`src/rtl/lc3b_l1_writeback_buffer.sv`:
```
// Single-entry write buffer between L1 memory port and L2; optional WBUF_READ_FWD_EN forwards read hits.
// Latency: write/forward hit responds the cycle after the request edge; misses add L2 latency.
// Backpressure: L1 requests are held until l1_resp; L2 requests are held until l2_resp.
module lc3b_l1_writeback_buffer #(
    parameter int ADDR_W   = 16,
    parameter int LINE_W   = 128,
    parameter int OFFSET_W = 4
) (
    input  logic              clk,
    input  logic              rst_n,
    input  logic              l1_read,
    input  logic              l1_write,
    input  logic [ADDR_W-1:0] l1_address,
    input  logic [LINE_W-1:0] l1_wdata,
    output logic [LINE_W-1:0] l1_rdata,
    output logic              l1_resp,
    output logic              l2_read,
    output logic              l2_write,
    output logic [ADDR_W-1:0] l2_address,
    output logic [LINE_W-1:0] l2_wdata,
    input  logic [LINE_W-1:0] l2_rdata,
    input  logic              l2_resp
);
    localparam int TAG_W = ADDR_W - OFFSET_W;
`ifdef WBUF_READ_FWD_EN
    localparam bit FWD_EN = 1'b1;
`else
    localparam bit FWD_EN = 1'b0;
`endif

    typedef enum logic [1:0] {IDLE, L2_RD, DRAIN, RESP} state_t;

    state_t             state, state_nxt;
    logic               buf_valid;
    logic [TAG_W-1:0]   buf_tag;
    logic [LINE_W-1:0]  buf_data;
    logic [TAG_W-1:0]   req_tag;
    logic [TAG_W-1:0]   l1_tag;
    logic               tag_hit;
    logic               offset_unused;

    assign l1_tag        = l1_address[ADDR_W-1:OFFSET_W];
    assign offset_unused = ^l1_address[OFFSET_W-1:0];
    assign tag_hit       = buf_valid && (l1_tag == buf_tag);

    always_ff @(posedge clk) begin
        if (!rst_n) begin
            state <= IDLE;
        end else begin
            state <= state_nxt;
        end
    end

    // A conflicting write or an unforwarded read hit drains first; the held
    // request is then re-evaluated in IDLE against the now-empty buffer.
    always_comb begin
        state_nxt = state;
        case (state)
            IDLE: begin
                if (l1_write) begin
                    state_nxt = (!buf_valid || tag_hit) ? RESP : DRAIN;
                end else if (l1_read) begin
                    if (tag_hit) begin
                        state_nxt = FWD_EN ? RESP : DRAIN;
                    end else begin
                        state_nxt = L2_RD;
                    end
                end else if (buf_valid) begin
                    state_nxt = DRAIN;
                end
            end
            L2_RD:   if (l2_resp) state_nxt = RESP;
            DRAIN:   if (l2_resp) state_nxt = IDLE;
            RESP:    state_nxt = IDLE;
            default: state_nxt = IDLE;
        endcase
    end

    always_ff @(posedge clk) begin
        if (!rst_n) begin
            buf_valid <= 1'b0;
            buf_tag   <= '0;
            buf_data  <= '0;
            req_tag   <= '0;
            l1_rdata  <= '0;
        end else begin
            case (state)
                IDLE: begin
                    req_tag <= l1_tag;
                    if (l1_write && (!buf_valid || tag_hit)) begin
                        buf_valid <= 1'b1;
                        buf_tag   <= l1_tag;
                        buf_data  <= l1_wdata;
                    end else if (!l1_write && l1_read && FWD_EN && tag_hit) begin
                        l1_rdata <= buf_data;
                    end
                end
                L2_RD: if (l2_resp) l1_rdata <= l2_rdata;
                DRAIN: if (l2_resp) buf_valid <= 1'b0;
                default: ;
            endcase
        end
    end

    always_comb begin
        l1_resp    = (state == RESP);
        l2_read    = (state == L2_RD);
        l2_write   = (state == DRAIN);
        l2_address = '0;
        l2_wdata   = '0;
        if (state == L2_RD) begin
            l2_address = {req_tag, {OFFSET_W{1'b0}}};
        end else if (state == DRAIN) begin
            l2_address = {buf_tag, {OFFSET_W{1'b0}}};
            l2_wdata   = buf_data;
        end
    end

    a_l1_excl: assert property (@(posedge clk) disable iff (!rst_n) !(l1_read && l1_write));

endmodule

```
`config.mk`:
```
export PLATFORM = sky130hd
export DESIGN_NAME = lc3b_l1_writeback_buffer
export DESIGN_NICKNAME = d
export VERILOG_FILES = /design/src/rtl/lc3b_l1_writeback_buffer.sv
export SDC_FILE = /design/constraint.sdc
export NUM_CORES = 1
export LEC_CHECK = 0
export CAP_MARGIN = 10
export CORE_AREA = 3 3 212 214
export CTS_CLUSTER_DIAMETER = 40
export DETAILED_ROUTE_END_ITERATION = 8
export DIE_AREA = 0 0 215 217
export DONT_BUFFER_PORTS = 1
export PLACE_DENSITY = 0.48
export SLEW_MARGIN = 25
export SYNTH_ARGS = -nofsm -noshare
export SYNTH_HDL_FRONTEND = slang
export SYNTH_SLANG_ARGS = --single-unit
export TNS_END_PERCENT = 10
```
`constraint.sdc`:
```
create_clock -name clk -period 2.3 [get_ports clk]
set_clock_uncertainty 0.2 [all_clocks]
set_input_delay 0.46 -clock clk [delete_from_list [all_inputs] [get_ports clk]]
set_output_delay 0.46 -clock clk [all_outputs]
set_load 0.01 [all_outputs]
```
==> summary.txt, run 1 <==
HPWL Detailed = 24.7 mm
number of distinct library cells after synthesis = 24
status = stopped before the end
Die Ht = 217 um
CTS Sinks = 283
average size of a mapped cell = 8.40 um^2
Ys Warns = 0
#FFs+latches synth = 283
synthesized area = 11900 um^2
num ports = 552
clk root buf = clkbuf_16
hold_buf cts = 407
post-CTS setup buffers = 7
CTS H-tree lvls = 2
Synth Instances = 1417
Initial Utilization = 0.276
Exit stage = clock tree synthesis
Port Buffers = 0
placed cell count = 1929
row count = 76
cells resized by post-CTS repair = 112
CTS Buf Count = 50
Die Wd = 215 um
Err = [ERROR RSZ-0060] Max buffer count reached.
routability congestion estimate = 0.800
post-synthesis sequential area ratio = 0.476
CTS Buffer Depth = 3
[Yosys cell counts (all sizes together)]
master,number,share of area
buf,33,0.017
nor4b,1,0.00074
nand3,1,0.00042
a21boi,141,0.089
nor4,3,0.0016
a21oi,1,0.00074
a22o,12,0.0088
and2,130,0.068
inv,2,0.00063
clkbuf,81,0.026
mux2i,141,0.12
dfxtp,283,0.48
a31oi,1,0.00053
nor2b,2,0.0011
or2,1,0.00053
nor3,1,0.00042
xor2,12,0.0088
nand2,562,0.18
o21ai,2,0.00084
and4b,1,0.00084
o311ai,2,0.0015
nor2,3,0.00095
conb,1,0.00032
[cell families after synthesis]
family	after synthesis	synth area share
and+or+nand+nor	705	0.252
DFF	283	0.476
AOI/OAI and AO/OA	159	0.101
muxes	141	0.119
xor gates and xnor gates	12	0.00883
other	1	0.000315
buffers and inverters	116	0.0430
[stage by stage]
step	utilization	area, um^2	TNS [ps]	hold slack [ps]	worst slack, ps
after floorplan	-	11900	0	230	212
after global placement	0.293	12600	-25980	238	-233
after detailed placement	0.293	12600	-27340	244	-279
==> run 2, diff against run 1 <==
- CORE_AREA: 3 3 212 214 -> not set
- CORE_MARGIN: not set -> 3
- CORE_UTILIZATION: not set -> 20
- CTS_CLUSTER_DIAMETER: 40 -> not set
- DIE_AREA: 0 0 215 217 -> not set
- PLACE_DENSITY: 0.48 -> not set
- PLACE_DENSITY_LB_ADDON: not set -> 0.15
==> summary.txt, run 2 <==
synth top area cells = dfxtp_1 (48%), nand2_1 (18%), mux2i_1 (12%)
CTS Buf Count = 36 (-28%)
min cycle time layout = 2500 ps
drt drc = 0
post-synth top area cell = dfxtp_1
area growth from synthesis to layout = 51.5%
CTS Buffer Depth = 3 (unchanged)
Max rail drop VDD = 0.442 mV
max-cap viol count = 0
Main synth FF type = dfxtp_1
layout cells sized above 1 = 0.0829
cell with the most instances after synthesis = nand2_1
CTS tree = yes
RSZ-0062 raised after global routing = true
Clk pin slew, worst setup/hold paths = 60 ps
CTS H-tree lvls = 2 (unchanged)
FMAX = 399 MHz
failing checks = negative setup slack
final worst setup slack = -205 ps
Worst Path Required = 1640 ps
antenna violations before repair = 2
synthesized area = 11900 um^2 (unchanged)
Core Util, Final = 0.310
Worst path slowest cell = nor2_4
final setup violation count = 140
first-pass GRT wire length = 65.4 mm
DR WL/cell = 16.9 um
crit path kind = reg2out
row count = 88 (+16%)
initial drt markers = 589
Initial Utilization = 0.204 (-0.0720)
Max stage delay on crit path = 380 ps
fin. max-slew vios = 0
HPWL Detailed = 28.0 mm (+13%)
worst-path cell chain = nor2_4 > buf_8 > a22o_1
Ys Warns = 0 (unchanged)
Skew-Pair Late Insertion Delay = 530 ps
worst reg2reg setup slack = 120 ps
routability congestion estimate = 0.760 (-5.0%)
#FFs+latches synth = 283 (unchanged)
Worst setup SP type = flip-flop
clk root buf = clkbuf_16
number of distinct library cells after synthesis = 24 (unchanged)
most frequent cells in the layout = nand2_1 (561), dlygate4sd3_1 (383), dfxtp_1 (281)
average size of a mapped cell = 8.40 um^2 (unchanged)
Hold WC Path Type = in2reg
overall global routing resource usage = 0.132
die area = 62500 um^2
crit-path leading delay family = simple AND/OR/NAND/NOR gates
PD cells = 732 nW/um^2
synth cell count leaders = nand2_1 (562), dfxtp_1 (283), a21boi_0 (141), mux2i_1 (141), and2_1 (130)
Top Registers = buf_data (128), l1_rdata (128)
final number of hold-violating endpoints = 0
NumNets Final = 2040
asr flop ratio synth = 0 (unchanged)
Die Ht = 250 um (+15%)
Tcrit/Tclk final = 1.09
num ports = 552 (unchanged)
Port Buffers = 0 (unchanged)
Leak Pwr = 6.58 nW
Hold Slack = 169 ps
post-synthesis sequential area ratio = 0.476 (unchanged)
worst-margin pin slew = 887 ps
EDFF count, synth = 0 (unchanged)
ANT nets after route = 0
most common cell after layout, fill and taps aside = nand2_1
Max-slew headroom = 0.408
total grt overflow = 0
vias per cell = 4.20
number of vias in the routed layout = 10700
Worst EP arrival = 1840 ps
vias in the first global route = 10900
1st-pass router iterations = 4
Max FO, Critical Path = 29
Core Area = 58200 um^2
Worst Setup End Kind = output pin
CTS Sinks = 283 (unchanged)
status = complete, but fails checks
Die Wd = 250 um (+16%)
Synth top area share = 0.476 (unchanged)
crit path buf inv count = 1
Synth Instances = 1417 (unchanged)
largest net degree at the start of global routing = 297
Total Wirelength = 43.3 mm
-- run 2: cell counts after synthesis --
No cell type changed its count.
-- run 2: per-layer routing --
metal	vias up	part of all wire	global-route usage
li1	5211	-	-
met1	5100	0.41	0.154
met2	312	0.49	0.226
met3	96	0.061	0.0354
met4	0	0.039	0.0565
met5	-	0	0
-- run 2: cells by family after synthesis --
family	Yosys count	synth area share
xor gates and xnor gates	12	0.00883
muxes	141	0.119
DFF	283	0.476
and+or+nand+nor	705	0.252
buffers and inverters	116	0.0430
AOI/OAI and AO/OA	159	0.101
other	1	0.000315
-- run 2: repair_timing --
| action | in CTS | in global routing |
|---|---|---|
| buffers inserted | 0 | 0 |
| hold buffers | 384 | 0 |
| gates resized for setup | 48 | 13 |
| pin swaps | 22 | 21 |
| endpoints found under the hold margin | 283 | 0 |
| gates cloned | 1 | 0 |
| setup endpoints to repair | 141 | 245 |
-- run 2: worst register-to-register path, cell delays in order (launching register included) --
cell and delay, ps:
dfxtp_1 330, xor2_1 150, nor4_1 310, buf_4 170, nand3_2 100, a21oi_4 200, buf_12 200, buf_12 210
mux2i_1 230
-- run 2: area by class of cell --
cell class                 count  area (um^2)
sequential                   283         5670
inverter                       2         7.51
tap                          765          957
fill                        6063        40200
clock inverter                 8          118
clock buffer                  52         1040
timing repair buffer         419         4350
antenna                        2         5.00
multi-input combinational   1021         5880
-- run 2: through the flow --
step / TNS [ps] / power, mW / setup slack, ps / cells / area [um^2]
floorplan: 0 / 6.62 / 212 / 1420 / 11900
global placement: -18820 / 7.00 / -174 / 2105 / 12800
detailed placement: -9680 / 7.02 / -131 / 2105 / 12800
CTS: -41520 / 13.5 / -366 / 2550 / 18000
global route: -43310 / 13.9 / -360 / 2551 / 18000
finish: -21200 / 13.2 / -205 / 2552 / 18000
-- run 2: worst paths after layout --
check | from | to | depth (start not counted)
worst min-delay path | l2_resp | l1_rdata[1] | 3
worst max-delay path | state[0] | l2_address[14] | 3
worst max register to register | buf_tag[9] | buf_data[41] | 8
worst min register to register | buf_data[89] | buf_data[89] | 2
-- run 2: report_power, final --
part           internal [mW]  switching [mW]
clock                   3.46            2.19
combinational           1.06           0.946
sequential              5.26           0.278
Power figures use the tool's default switching activity.
==> run 3, diff against run 2 <==
- SLEW_MARGIN: 25 -> not set
==> results of run 3 <==
The final DEF is identical to that of run 2; final timing and power are the same.
